**src/rtl/pic_int_sequencer.sv**
```systemverilog
// -----------------------------------------------------------------------------
// pic_int_sequencer
//   8259-style interrupt sequencer between the IRR and the CPU bus. It picks the
//   highest-priority unmasked request that outranks everything in service,
//   raises INT, runs the two-pulse INTA handshake, hands the acknowledged level
//   back to the IRR, and owns the ISR, EOI handling and priority rotation.
//
// Ports
//   clk, rst_n         clock; synchronous active-low reset
//   irr, imr           latched requests; mask (1 = masked)
//   inta_n             CPU acknowledge, active-low, synchronous to clk
//   auto_eoi           clear the ISR bit at the end of the 2nd INTA
//   rotate_aeoi        rotate priority on auto-EOI
//   eoi_ns, eoi_sp     one-cycle EOI pulses: non-specific / specific
//   eoi_level          level cleared by eoi_sp
//   eoi_rotate         make the cleared level the lowest priority
//   vector_base        T7..T3 of the vector byte
//   INT                interrupt request to the CPU
//   irr_highest_bit    one-hot level being acknowledged, to the IRR
//   reset_irr_bit      one-cycle pulse: IRR clears irr_highest_bit
//   number_of_ack      INTA pulses seen in the current sequence
//   isr                in-service register
//   data_out, data_oe  vector byte and its bus drive enable
// -----------------------------------------------------------------------------
module pic_int_sequencer #(
  parameter int NUM_IR     = 8,
  parameter int LEVEL_BITS = 3
) (
  input  logic                  clk,
  input  logic                  rst_n,
  input  logic [NUM_IR-1:0]     irr,
  input  logic [NUM_IR-1:0]     imr,
  input  logic                  inta_n,
  input  logic                  auto_eoi,
  input  logic                  rotate_aeoi,
  input  logic                  eoi_ns,
  input  logic                  eoi_sp,
  input  logic [LEVEL_BITS-1:0] eoi_level,
  input  logic                  eoi_rotate,
  input  logic [4:0]            vector_base,
  output logic                  INT,
  output logic [NUM_IR-1:0]     irr_highest_bit,
  output logic                  reset_irr_bit,
  output logic [1:0]            number_of_ack,
  output logic [NUM_IR-1:0]     isr,
  output logic [7:0]            data_out,
  output logic                  data_oe
);

  typedef enum logic [1:0] {S_IDLE, S_REQ, S_ACK1, S_ACK2} state_t;

  state_t                r_state, w_state_nxt;
  logic                  r_inta_d;
  logic [NUM_IR-1:0]     r_isr;
  logic [LEVEL_BITS-1:0] r_lowest;
  logic [LEVEL_BITS-1:0] r_level;
  logic                  r_spurious;
  logic [NUM_IR-1:0]     r_irr_hb;
  logic                  r_reset_irr;

  logic                  w_fall, w_rise;
  logic [NUM_IR-1:0]     w_req;
  logic                  w_cand_v, w_isr_any, w_cand_ok;
  logic [LEVEL_BITS-1:0] w_cand, w_isr_top;
  logic                  w_take, w_done;
  logic [NUM_IR-1:0]     w_isr_set, w_isr_clr;
  logic                  w_eoi_hit, w_aeoi;
  logic [LEVEL_BITS-1:0] w_eoi_lvl;

  // First set bit in rotating scan order, which starts just above 'lowest'
  // and wraps. Returns {found, level}.
  function automatic logic [LEVEL_BITS:0] first_set(input logic [NUM_IR-1:0]     bits,
                                                    input logic [LEVEL_BITS-1:0] lowest);
    logic [LEVEL_BITS:0]   res;
    logic [LEVEL_BITS-1:0] idx;
    res = '0;
    // Walk from lowest to highest priority so the highest one is written last.
    for (int i = NUM_IR - 1; i >= 0; i--) begin
      idx = lowest + LEVEL_BITS'(i + 1);
      if (bits[idx]) res = {1'b1, idx};
    end
    return res;
  endfunction

  // Position in scan order; 0 is the highest priority.
  function automatic logic [LEVEL_BITS-1:0] rank(input logic [LEVEL_BITS-1:0] lvl,
                                                 input logic [LEVEL_BITS-1:0] lowest);
    return lvl - lowest - LEVEL_BITS'(1);
  endfunction

  assign w_fall = r_inta_d & ~inta_n;
  assign w_rise = ~r_inta_d & inta_n;
  assign w_req  = irr & ~imr;

  assign {w_cand_v, w_cand}     = first_set(w_req, r_lowest);
  assign {w_isr_any, w_isr_top} = first_set(r_isr, r_lowest);

  // A request only counts if it strictly outranks the highest level in service.
  assign w_cand_ok = w_cand_v &&
                     (!w_isr_any || (rank(w_cand, r_lowest) < rank(w_isr_top, r_lowest)));

  // NOTE: sequential state uses non-blocking assignments so every register
  // samples the values that existed before this edge.
  always_ff @(posedge clk) begin
    if (!rst_n) r_state <= S_IDLE;
    else        r_state <= w_state_nxt;
  end

  // NOTE: every output of this block gets a default first, so no path leaves a
  // signal unassigned and no latch is inferred.
  always_comb begin
    w_state_nxt   = r_state;
    w_take        = 1'b0;
    w_done        = 1'b0;
    INT           = 1'b0;
    number_of_ack = 2'd0;
    data_oe       = 1'b0;
    case (r_state)
      S_IDLE: begin
        if (w_cand_ok) w_state_nxt = S_REQ;
      end
      S_REQ: begin
        // INT stays up even if the candidate vanishes; that becomes spurious.
        INT = 1'b1;
        if (w_fall) begin
          w_state_nxt = S_ACK1;
          w_take      = 1'b1;
        end
      end
      S_ACK1: begin
        number_of_ack = 2'd1;
        // A fall needs inta_d high, and inta_d was cleared on entry, so any
        // fall seen here already implies the intervening rise.
        if (w_fall) w_state_nxt = S_ACK2;
      end
      S_ACK2: begin
        number_of_ack = 2'd2;
        data_oe       = ~inta_n;
        if (w_rise) begin
          w_state_nxt = S_IDLE;
          w_done      = 1'b1;
        end
      end
      default: w_state_nxt = S_IDLE;
    endcase
  end

  always_comb begin
    w_isr_set = '0;
    if (w_take && w_cand_ok) w_isr_set[w_cand] = 1'b1;

    w_eoi_hit = 1'b0;
    w_eoi_lvl = '0;
    if (eoi_sp) begin
      w_eoi_lvl = eoi_level;
      w_eoi_hit = r_isr[eoi_level];
    end else if (eoi_ns) begin
      w_eoi_lvl = w_isr_top;
      w_eoi_hit = w_isr_any;
    end
    // A bit being set this cycle survives an EOI aimed at it.
    if (w_isr_set[w_eoi_lvl]) w_eoi_hit = 1'b0;

    w_aeoi    = w_done && auto_eoi && !r_spurious;
    w_isr_clr = '0;
    if (w_eoi_hit) w_isr_clr[w_eoi_lvl] = 1'b1;
    if (w_aeoi)    w_isr_clr[r_level]   = 1'b1;
  end

  always_ff @(posedge clk) begin
    if (!rst_n) begin
      r_inta_d    <= 1'b1;
      r_isr       <= '0;
      r_lowest    <= '1;
      r_level     <= '0;
      r_spurious  <= 1'b0;
      r_irr_hb    <= '0;
      r_reset_irr <= 1'b0;
    end else begin
      r_inta_d    <= inta_n;
      r_isr       <= (r_isr & ~w_isr_clr) | w_isr_set;
      r_reset_irr <= w_take && w_cand_ok;

      // irr_highest_bit is held for the whole handshake; the IRR depends on it.
      if (w_take) begin
        if (w_cand_ok) begin
          r_irr_hb   <= NUM_IR'(1) << w_cand;
          r_level    <= w_cand;
          r_spurious <= 1'b0;
        end else begin
          r_irr_hb   <= NUM_IR'(1) << (NUM_IR - 1);
          r_level    <= '1;
          r_spurious <= 1'b1;
        end
      end else if (w_done) begin
        r_irr_hb <= '0;
      end

      if (w_eoi_hit && eoi_rotate)     r_lowest <= w_eoi_lvl;
      else if (w_aeoi && rotate_aeoi)  r_lowest <= r_level;
    end
  end

  assign irr_highest_bit = r_irr_hb;
  assign reset_irr_bit   = r_reset_irr;
  assign isr             = r_isr;
  assign data_out        = data_oe ? {vector_base, r_level} : 8'h00;

endmodule
```
**config.mk**
```make
export PLATFORM = sky130hd
export DESIGN_NAME = pic_int_sequencer
export DESIGN_NICKNAME = d
export VERILOG_FILES = /design/src/rtl/pic_int_sequencer.sv
export SDC_FILE = /design/constraint.sdc
export NUM_CORES = 1
export LEC_CHECK = 0
export ABC_AREA = 0
export ABC_CLOCK_PERIOD_IN_PS = 7700
export CAP_MARGIN = 20
export CELL_PAD_IN_SITES_DETAIL_PLACEMENT = 1
export CELL_PAD_IN_SITES_GLOBAL_PLACEMENT = 1
export CORE_MARGIN = 5
export CORE_UTILIZATION = 35
export DETAILED_ROUTE_END_ITERATION = 6
export PLACE_DENSITY = 0.78
export RECOVER_POWER = 25
export REMOVE_ABC_BUFFERS = 1
export SLEW_MARGIN = 20
export SYNTH_ARGS = -nofsm -noshare
export SYNTH_HDL_FRONTEND = slang
export SYNTH_SLANG_ARGS = --single-unit
```
**constraint.sdc**
```tcl
create_clock -name clk -period 7.7 [get_ports clk]
set_input_delay 1.54 -clock clk [delete_from_list [all_inputs] [get_ports clk]]
set_output_delay 1.54 -clock clk [all_outputs]
set_load 0.01 [all_outputs]
```
==> impl_metrics.tcl, run 1 <==
set metrics [dict create \
    outcome "finished, final reports clean" \
    min_period_ns 6.425 \
    critPathRequiredTime_ns 7.85 \
    detail_route.vias_per_cell 6.218 \
    crit_type "input port to register" \
    clockRootBuffer "clkbuf_16" \
    critical_path_peak_fanout 10 \
    async_flop_share_pct 0 \
    worstPathArrival_ns 6.58 \
    ratio_of_final_minimum_period_to_clock_period_pct 83.45 \
    antennaDiodeCount 0 \
    syn_to_final_growth_pct 18.84 \
    cp_common_cell "ha_1" \
    end_kind "register" \
    setup.worst_path.start_class "input port" \
    cts.path.max_buffers 2 \
    cts-htree-levels 1 \
    synth_top_cell_area_share_pct 13.52 \
    synth-edff-count 0 \
    total_leakage_power_uw 0.001805 \
    setup-tns-final_ns 0 \
    final_antenna_net_count 0 \
    clkTransAtPathRegs_ns 0.07 \
    post_drt_wl_per_cell_um 21.24 \
    post_cts_buffers 0 \
    overall_global_routing_resource_usage_pct 20.75 \
    wire_length_of_the_first_global_routing_pass_um 23040 \
    whs_ns 0.4723 \
    post_cts.resized_instances 0 \
    fp-row-count 39 \
    tritoncts "done" \
    hold_path.class "register to register" \
    layout_commonest_cell "nand2_1" \
    final-hold-violation-count 0 \
    crit_slowest_cell "a2111oi_1" \
    share_of_final_layout_standard_cells_stronger_than_drive_strength_1_pct 13.50 \
    grt_start_max_net_pins 47 \
    fmaxAchievable_ghz 0.1556 \
    timing.clock.skew_ns 0.006641 \
    synthesis.instances 481 \
    synthesis.area_um2 3999 \
    ys_top_cells_by_area "dfxtp_1 14%, mux4_2 10%, nand2_1 4.6%" \
    cpPeakStageDelay_ns 0.70 \
    worstSkewPairLatency_ns 0.26 \
    drcViolationCount 0 \
    design.final.nets 572 \
    postSynthAreaPerCell_um2 8.314 \
    drt_pass1_iterations 5 \
    number_of_hold_buffers_added_after_cts 0 \
    synth_seq_cells 27 \
    ios 61 \
    crit_buf_inv 1 \
    tightest_slew_ns 0.6832 \
    chipHeight_um 116.9 \
    finalWeightedCongestion 0.8899 \
    pwr_density_cell_nw_per_um2 242.8 \
    tritoncts.num_buffers 3 \
    port_buffers 60 \
    antenna_found_initial 0 \
    synth_ff_type "dfxtp_1" \
    cp_cell_sequence "clkdlybuf4s50_1, nor4bb_1, or2_1, nor3_1, o32ai_1, a2111oi_1, a221oi_4, ha_1, fa_1, xor2_1, xnor2_1, ha_1, a21oi_1, o32ai_4, nor2_1, and2_1, a211oi_2, mux2_1" \
    finalSetupViolCount 0 \
    post_dp_hpwl_um 10890 \
    totalWireLength_um 14210 \
    floorplan.initialDensity_pct 35.32 \
    slew_headroom_pct 54.34 \
    mostFrequentLayoutCells "49 x nand2_1, 46 x clkdlybuf4s50_1, 36 x nor2_1, 26 x dfxtp_1, 23 x a21oi_1" \
    synth.yosys.seq_area_share_pct 13.52 \
    die_area_um2 13660 \
    worst-path-stages 18 \
    core_area_um2 11320 \
    rsz0062_at_grt "false" \
    initialDrtViolationCount 261 \
    worst_ir_drop_vdd_uv 107.4 \
    synth_top_cell_by_area "dfxtp_1" \
    final_max_slew_viol_count 0 \
    max_cap_violations 0 \
    r2r.worst_path.cells 21 \
    min_path_cells 2 \
    critPathTopFamily "compound AO/OA/AOI/OAI gates" \
    die-width_um 116.9 \
    globalRoute.totalOverflow 0 \
    synth-warning-count 0 \
    via_count_of_the_first_global_routing_pass 4418 \
    clkSinkCount 27 \
    vias 4160 \
    synth.distinct_cells 83 \
]
cells in the mapped netlist (3+ instances only):
cell type	number
a31oi_1	8
o2bb2ai_1	3
nor2b_1	11
nand3_1	8
a22o_1	3
a21oi_1	23
nand2_1	49
o21ai_0	22
nor2_1	36
a21o_1	7
xnor2_1	5
xor2_1	3
dfxtp_1	27
and2_1	15
or3_1	4
nor3_1	15
a311oi_1	3
a221oi_1	3
o22ai_1	4
buf_6	6
ha_1	11
o211ai_1	10
nor3b_1	4
or4bb_1	4
a22oi_1	6
nand4_1	4
buf_2	13
nand4b_1	3
mux2_1	4
o311ai_0	3
mux4_2	18
inv_1	17
nand2b_1	15
mux2_2	14
nand3b_1	4
mux2i_1	15
clkbuf_1	4
a211oi_1	9
registers in the layout (all words and copies together), names as in the netlist:
name,cells
r_state,2
irr_highest_bit,8
isr,8
r_spurious,1
r_level,3
r_lowest,3
reset_irr_bit,1
r_inta_d,1
area by class of cell:
cell class / count / area, um2
fillers: 1367 / 6569
multi-input cells: 408 / 3217
repair buffers: 68 / 660.6
flip-flops and latches: 27 / 541.8
well taps: 143 / 178.9
clock buffers: 3 / 75.07
inverters: 19 / 71.32
clock inverters: 1 / 7.507
tightest hold or removal path: cells and delay by family, from the launching register on:
family           cells  cell delay, ns
flip-flops           1            0.32
AND/OR/NAND/NOR      1            0.05
AO/OA/AOI/OAI        1            0.06
per-stage QoR:
step                power (uW)  instance area (um2)  util, %  cells  worst slack, ns
finish                    1154                 4752    41.98    669            1.275
global route              1241                 4752    41.98    669           0.8389
CTS                       1154                 4752    41.98    669            1.266
detailed placement        1026                 4669    41.25    665            1.036
global placement          1002                 4669    41.25    665            1.310
floorplan                778.5                 3829        -    454           0.5259
cells by family after synthesis:
kind of cell             Yosys count  share of synthesized area, %
AND/OR/NAND/NOR                  186                         24.78
AO/OA/AOI/OAI                    144                         27.63
multiplexers                      53                         19.65
buffers and inverters             46                         6.039
flip-flops                        27                         13.52
adder cells (fa/ha/maj)           13                         4.443
XOR/XNOR                          12                         3.942
where the power goes:
part	switching (uW)	leakage (uW)	internal, uW	total (uW)
sequential	29.0	0.000219	161	190
combinational	497	0.00155	346	843
clock	50.3	0.0000371	70.7	121
total	577	0.00180	577	1150
per-layer routing:
layer,track usage [%],share of wire [%],vias up
met4,4.969,1.9,0
met1,28.67,46,2084
li1,-,-,1936
met3,1.645,4.3,22
met2,35.27,48,118
met5,0,0,-
path summary, 6_finish.rpt:
kind / startpoint / endpoint / slack, ns
min reg2reg: irr_highest_bit[5] / irr_highest_bit[5] / 0.47
max: irr[3] / r_lowest[2] / 1.27
max reg2reg: r_lowest[0] / r_lowest[2] / 1.60
min: irr_highest_bit[5] / irr_highest_bit[5] / 0.47
(Power assumes the default switching activity.)
==> run 2, diff against run 1 <==
ABC_CLOCK_PERIOD_IN_PS = 6450   (was 7700)
clock period = 6.45 ns   (was 7.7 ns; I/O delays follow)
==> impl_metrics.tcl, run 2 (same netlist as run 1, synthesis figures left out) <==
set metrics [dict create \
    outcome "finished, final reports clean" \
    drcViolationCount 0 \
    totalWireLength_um 14020 \
    initialDrtViolationCount 365 \
    finalSetupViolCount 0 \
    antenna_found_initial 0 \
    timing.clock.skew_ns 0.001751 \
    core_area_um2 11320 \
    critical_path_peak_fanout 7 \
    setup.worst_path.start_class "input port" \
    slew_headroom_pct 45.39 \
    cpPeakStageDelay_ns 0.60 \
    final_util_pct 42.27 \
    swShare_pct 49.39 \
    crit_type "input port to register" \
    total_leakage_power_uw 0.001827 \
    timing.reg2reg.setup_slack_ns 0.65 \
    overall_global_routing_resource_usage_pct 20.82 \
    post_cts.resized_instances 0 \
    fp-row-count 39 \
    critPathTopFamily "compound AO/OA/AOI/OAI gates" \
    finalWeightedCongestion 0.9270 \
    ios 61 \
    pwr_density_cell_nw_per_um2 289.9 \
    fmaxAchievable_ghz 0.1661 \
    end_kind "register" \
    share_of_final_layout_standard_cells_stronger_than_drive_strength_1_pct 14.12 \
    cts.path.max_buffers 2 \
    power.clock.fraction_pct 10.6 \
    layout_commonest_cell "nand2_1" \
    number_of_hold_buffers_added_after_cts 0 \
    die-width_um 116.9 \
    clockRootBuffer "clkbuf_16" \
    rsz0062_at_grt "false" \
    min_period_ns 6.022 \
    detail_route.vias_per_cell 6.171 \
    final_antenna_net_count 0 \
    via_count_of_the_first_global_routing_pass 4369 \
    worst_ir_drop_vdd_uv 149.7 \
    post_cts_buffers 0 \
    floorplan.initialDensity_pct 35.32 \
    tritoncts "done" \
    syn_to_final_growth_pct 19.68 \
    crit_buf_inv 2 \
    chipHeight_um 116.9 \
    clkTransAtPathRegs_ns 0.07 \
    cts-htree-levels 1 \
    hold_path.class "register to register" \
    post_drt_wl_per_cell_um 20.80 \
    final-hold-violation-count 0 \
    clkSinkCount 27 \
    max_cap_violations 0 \
    net-switching-power_uw 685.2 \
    setup-tns-final_ns 0 \
    port_buffers 60 \
    cell_int_power_uw 702.0 \
    post_dp_hpwl_um 10830 \
    wire_length_of_the_first_global_routing_pass_um 22870 \
    globalRoute.totalOverflow 0 \
    dpl_cell_area_um2 4707 \
    final_max_slew_viol_count 0 \
    worstSkewPairLatency_ns 0.27 \
    design.final.nets 577 \
    worstPathArrival_ns 6.18 \
    tritoncts.num_buffers 3 \
    ratio_of_final_minimum_period_to_clock_period_pct 93.37 \
    grt_start_max_net_pins 46 \
    cp_common_cell "ha_1" \
    mostFrequentLayoutCells "49 x nand2_1, 47 x clkdlybuf4s50_1, 36 x nor2_1, 26 x dfxtp_1, 23 x a21oi_1" \
    critPathRequiredTime_ns 6.60 \
    tightest_slew_ns 0.8181 \
    die_area_um2 13660 \
    design_area_um2 4786 \
    crit_slowest_cell "a2111oi_1" \
    p_seq_share_pct 16.5 \
    antennaDiodeCount 0 \
    drt_pass1_iterations 4 \
    p_comb_share_pct 72.8 \
    cp_cell_sequence "clkdlybuf4s50_1, nor2b_1, mux2i_1, mux4_2, a2111oi_1, a221oi_4, ha_1, fa_1, xor2_1, xnor2_1, ha_1, a21oi_1, o32ai_4, nor3_1, buf_4, and4_1, a211oi_2, mux2_1" \
    vias 4159 \
]
run 2: cell types whose count changed in the layout (fill, tap and decap cells not counted):
cell / delta
buf_4: +5
clkbuf_1: +1
clkdlybuf4s50_1: +1
clkinvlp_4: -1
dlygate4sd3_1: -1
run 2: final timing paths:
path,startpoint,endpoint,cells after the start
setup / recovery,irr[6],r_lowest[0],18
hold / removal,irr_highest_bit[1],irr_highest_bit[1],2
setup reg to reg,r_lowest[1],r_lowest[0],21
hold reg to reg,irr_highest_bit[1],irr_highest_bit[1],2
run 2: final cells by class:
class	count	area [um2]
fillers	1386	6535
multi-input cells	408	3217
repair buffers	73	698.2
flip-flops and latches	27	541.8
well taps	143	178.9
clock buffers	4	78.83
inverters	19	71.32
run 2: worst register-to-register path: cells and delay by family (launching register included):
| family | cells | cell delay [ns] |
|---|---|---|
| buffers and inverters | 4 | 0.97 |
| XOR/XNOR | 2 | 0.30 |
| adder cells (fa/ha/maj) | 4 | 1.39 |
| AO/OA/AOI/OAI | 7 | 1.75 |
| AND/OR/NAND/NOR | 3 | 0.52 |
| multiplexers | 1 | 0.36 |
| flip-flops | 1 | 0.38 |
run 2: power groups by stage:
stage	clock network (uW)	logic [uW]	registers [uW]
2_1_floorplan	0	682	247
3_3_place_gp	0	984	232
3_5_place_dp	0	1010	233
4_1_cts	147	1020	230
5_1_grt	157	1110	233
6_report	147	1010	229
run 2: per-layer routing:
layer	GRT usage, %	up-vias	part of all wire [%]
li1	-	1954	-
met1	28.65	2058	45
met2	35.08	124	48
met3	2.159	23	4.5
met4	5.122	0	2.0
met5	0	-	0
run 2: stage by stage:
step / worst slack [ns] / power [uW] / std cells / hold slack, ns
floorplan: -0.7241 / 929.4 / 454 / 0.4791
global placement: 0.3569 / 1216 / 670 / 0.4490
detailed placement: 0.1429 / 1241 / 670 / 0.4711
CTS: 0.3944 / 1394 / 674 / 0.4831
global route: 0.007302 / 1500 / 674 / 0.4925
finish: 0.4279 / 1387 / 674 / 0.4679
==> run 3, diff against run 2 <==
PLACE_DENSITY = not set   (was 0.78)
PLACE_DENSITY_LB_ADDON = 0.1   (was not set)
REMOVE_ABC_BUFFERS = not set   (was 1)
==> impl_metrics.tcl, run 3 (same netlist as run 1, synthesis figures left out) <==
set metrics [dict create \
    outcome "finished, final reports clean" \
    grt_start_max_net_pins 46 \
    cts.path.max_buffers 2 \
    critical_path_peak_fanout 7 \
    hp-start "irr_highest_bit[3]" \
    pwr_density_cell_nw_per_um2 293.8 \
    worstPathArrival_ns 6.08 \
    drt_pass1_iterations 5 \
    globalRoute.totalOverflow 0 \
    fmaxAchievable_ghz 0.1693 \
    final-hold-violation-count 0 \
    hold_path.class "register to register" \
    rsz0062_at_grt "false" \
    via_count_of_the_first_global_routing_pass 4237 \
    port_buffers 60 \
    clkSinkCount 27 \
    fp-row-count 39 \
    critPathRequiredTime_ns 6.62 \
    setup.worst_path.start_class "input port" \
    chipHeight_um 116.9 \
    end_kind "register" \
    slew_headroom_pct 57.86 \
    mostFrequentLayoutCells "49 x nand2_1, 46 x clkdlybuf4s50_1, 36 x nor2_1, 26 x dfxtp_1, 23 x a21oi_1" \
    die_area_um2 13660 \
    detail_route.vias_per_cell 6.072 \
    totalWireLength_um 14240 \
    total_area_of_multi_input_combinational_cells_um2 3217 \
    antenna_found_initial 0 \
    power.total_uw 1412 \
    finalSetupViolCount 0 \
    final_util_pct 42.47 \
    clkTransAtPathRegs_ns 0.07 \
    layout.filler_cells 1373 \
    cts-htree-levels 1 \
    tritoncts "done" \
    max_cap_violations 0 \
    antennaDiodeCount 0 \
    post_cts.resized_instances 0 \
    design_area_um2 4808 \
    ios 61 \
    worst_ir_drop_vdd_uv 146.6 \
    final_max_slew_viol_count 0 \
    final_cell_count_no_fill 677 \
    ratio_of_final_minimum_period_to_clock_period_pct 91.59 \
    floorplan.initialDensity_pct 35.32 \
    synth.net_count 526 \
    die-width_um 116.9 \
    timing.clock.skew_ns 0.004967 \
    dpl_cell_area_um2 4730 \
    total_leakage_power_uw 0.001845 \
    finalWeightedCongestion 0.8613 \
    post_cts_buffers 0 \
    final_antenna_net_count 0 \
    share_of_final_layout_standard_cells_stronger_than_drive_strength_1_pct 14.61 \
    core_area_um2 11320 \
    clockRootBuffer "clkbuf_16" \
    vias 4111 \
    design.final.nets 580 \
    setup-tns-final_ns 0 \
    number_of_hold_buffers_added_after_cts 0 \
    post_dp_hpwl_um 11090 \
    drcViolationCount 0 \
    crit_type "input port to register" \
    min_period_ns 5.907 \
    area.sequential_um2 541.8 \
    layout_commonest_cell "nand2_1" \
    r2r_start "r_lowest[0]" \
    dpl.cell_count 673 \
    tritoncts.num_buffers 3 \
    overall_global_routing_resource_usage_pct 21.29 \
    post_drt_wl_per_cell_um 21.04 \
    wire_length_of_the_first_global_routing_pass_um 23280 \
    syn_to_final_growth_pct 20.24 \
    initialDrtViolationCount 198 \
    worstSkewPairLatency_ns 0.26 \
    worstSetupStartpoint "irr[6]" \
    tightest_slew_ns 0.6146 \
]
## run 3: cell count changes in the layout (fill, tap and decap cells not counted), sizes merged
cell,before,now
dlygate4sd3,13,14
clkdlybuf4s50,47,46
buf,13,16
## run 3: final timing paths
check | cells after the start | slack, ns | endpoint
worst max-delay path | 18 | 0.54 | isr[7]
worst min-delay path | 2 | 0.46 | irr_highest_bit[3]
worst max register to register | 21 | 0.75 | isr[7]
worst min register to register | 2 | 0.46 | irr_highest_bit[3]
## run 3: cell type report
type / instances / area share, %
clock buffer: 4 / 1.639
multi-input combinational: 408 / 66.90
timing repair buffer: 76 / 14.99
sequential: 27 / 11.27
inverter: 19 / 1.483
tap: 143 / 3.721
## run 3: metal layers
metal  GRT usage [%]  up-vias  part of all wire (%)
met5               0        -                     0
met4           4.434        0                   1.5
met3           2.159       18                   3.7
met2           36.41       97                    49
met1           29.22     2052                    45
li1                -     1944                     -
## run 3: power by group
| part | total (uW) | internal (uW) | switching, uW |
|---|---|---|---|
| clock network | 144 | 84.8 | 59.5 |
| registers | 226 | 192 | 34.3 |
| logic | 1040 | 436 | 606 |
| total | 1410 | 713 | 699 |
## run 3: critical path, cell delays in order
cell and delay [ns]:
clkdlybuf4s50_1 0.55, nor2b_1 0.22, mux2i_1 0.24, mux4_2 0.58
a2111oi_1 0.56, a221oi_4 0.09, ha_1 0.24, fa_1 0.37
xor2_1 0.16, xnor2_1 0.14, ha_1 0.30, a21oi_1 0.22
o32ai_4 0.16, nor2_1 0.26, buf_4 0.19, and2_1 0.20
nand2_1 0.07, a221oi_1 0.23
## run 3: metrics by stage
| step | hold WS [ns] | setup WS, ns |
|---|---|---|
| floorplan | 0.4791 | 1.011 |
| global placement | 0.4471 | 0.3728 |
| detailed placement | 0.4543 | 0.2726 |
| CTS | 0.4710 | 0.5356 |
| global route | 0.4811 | 0.2268 |
| finish | 0.4581 | 0.5426 |
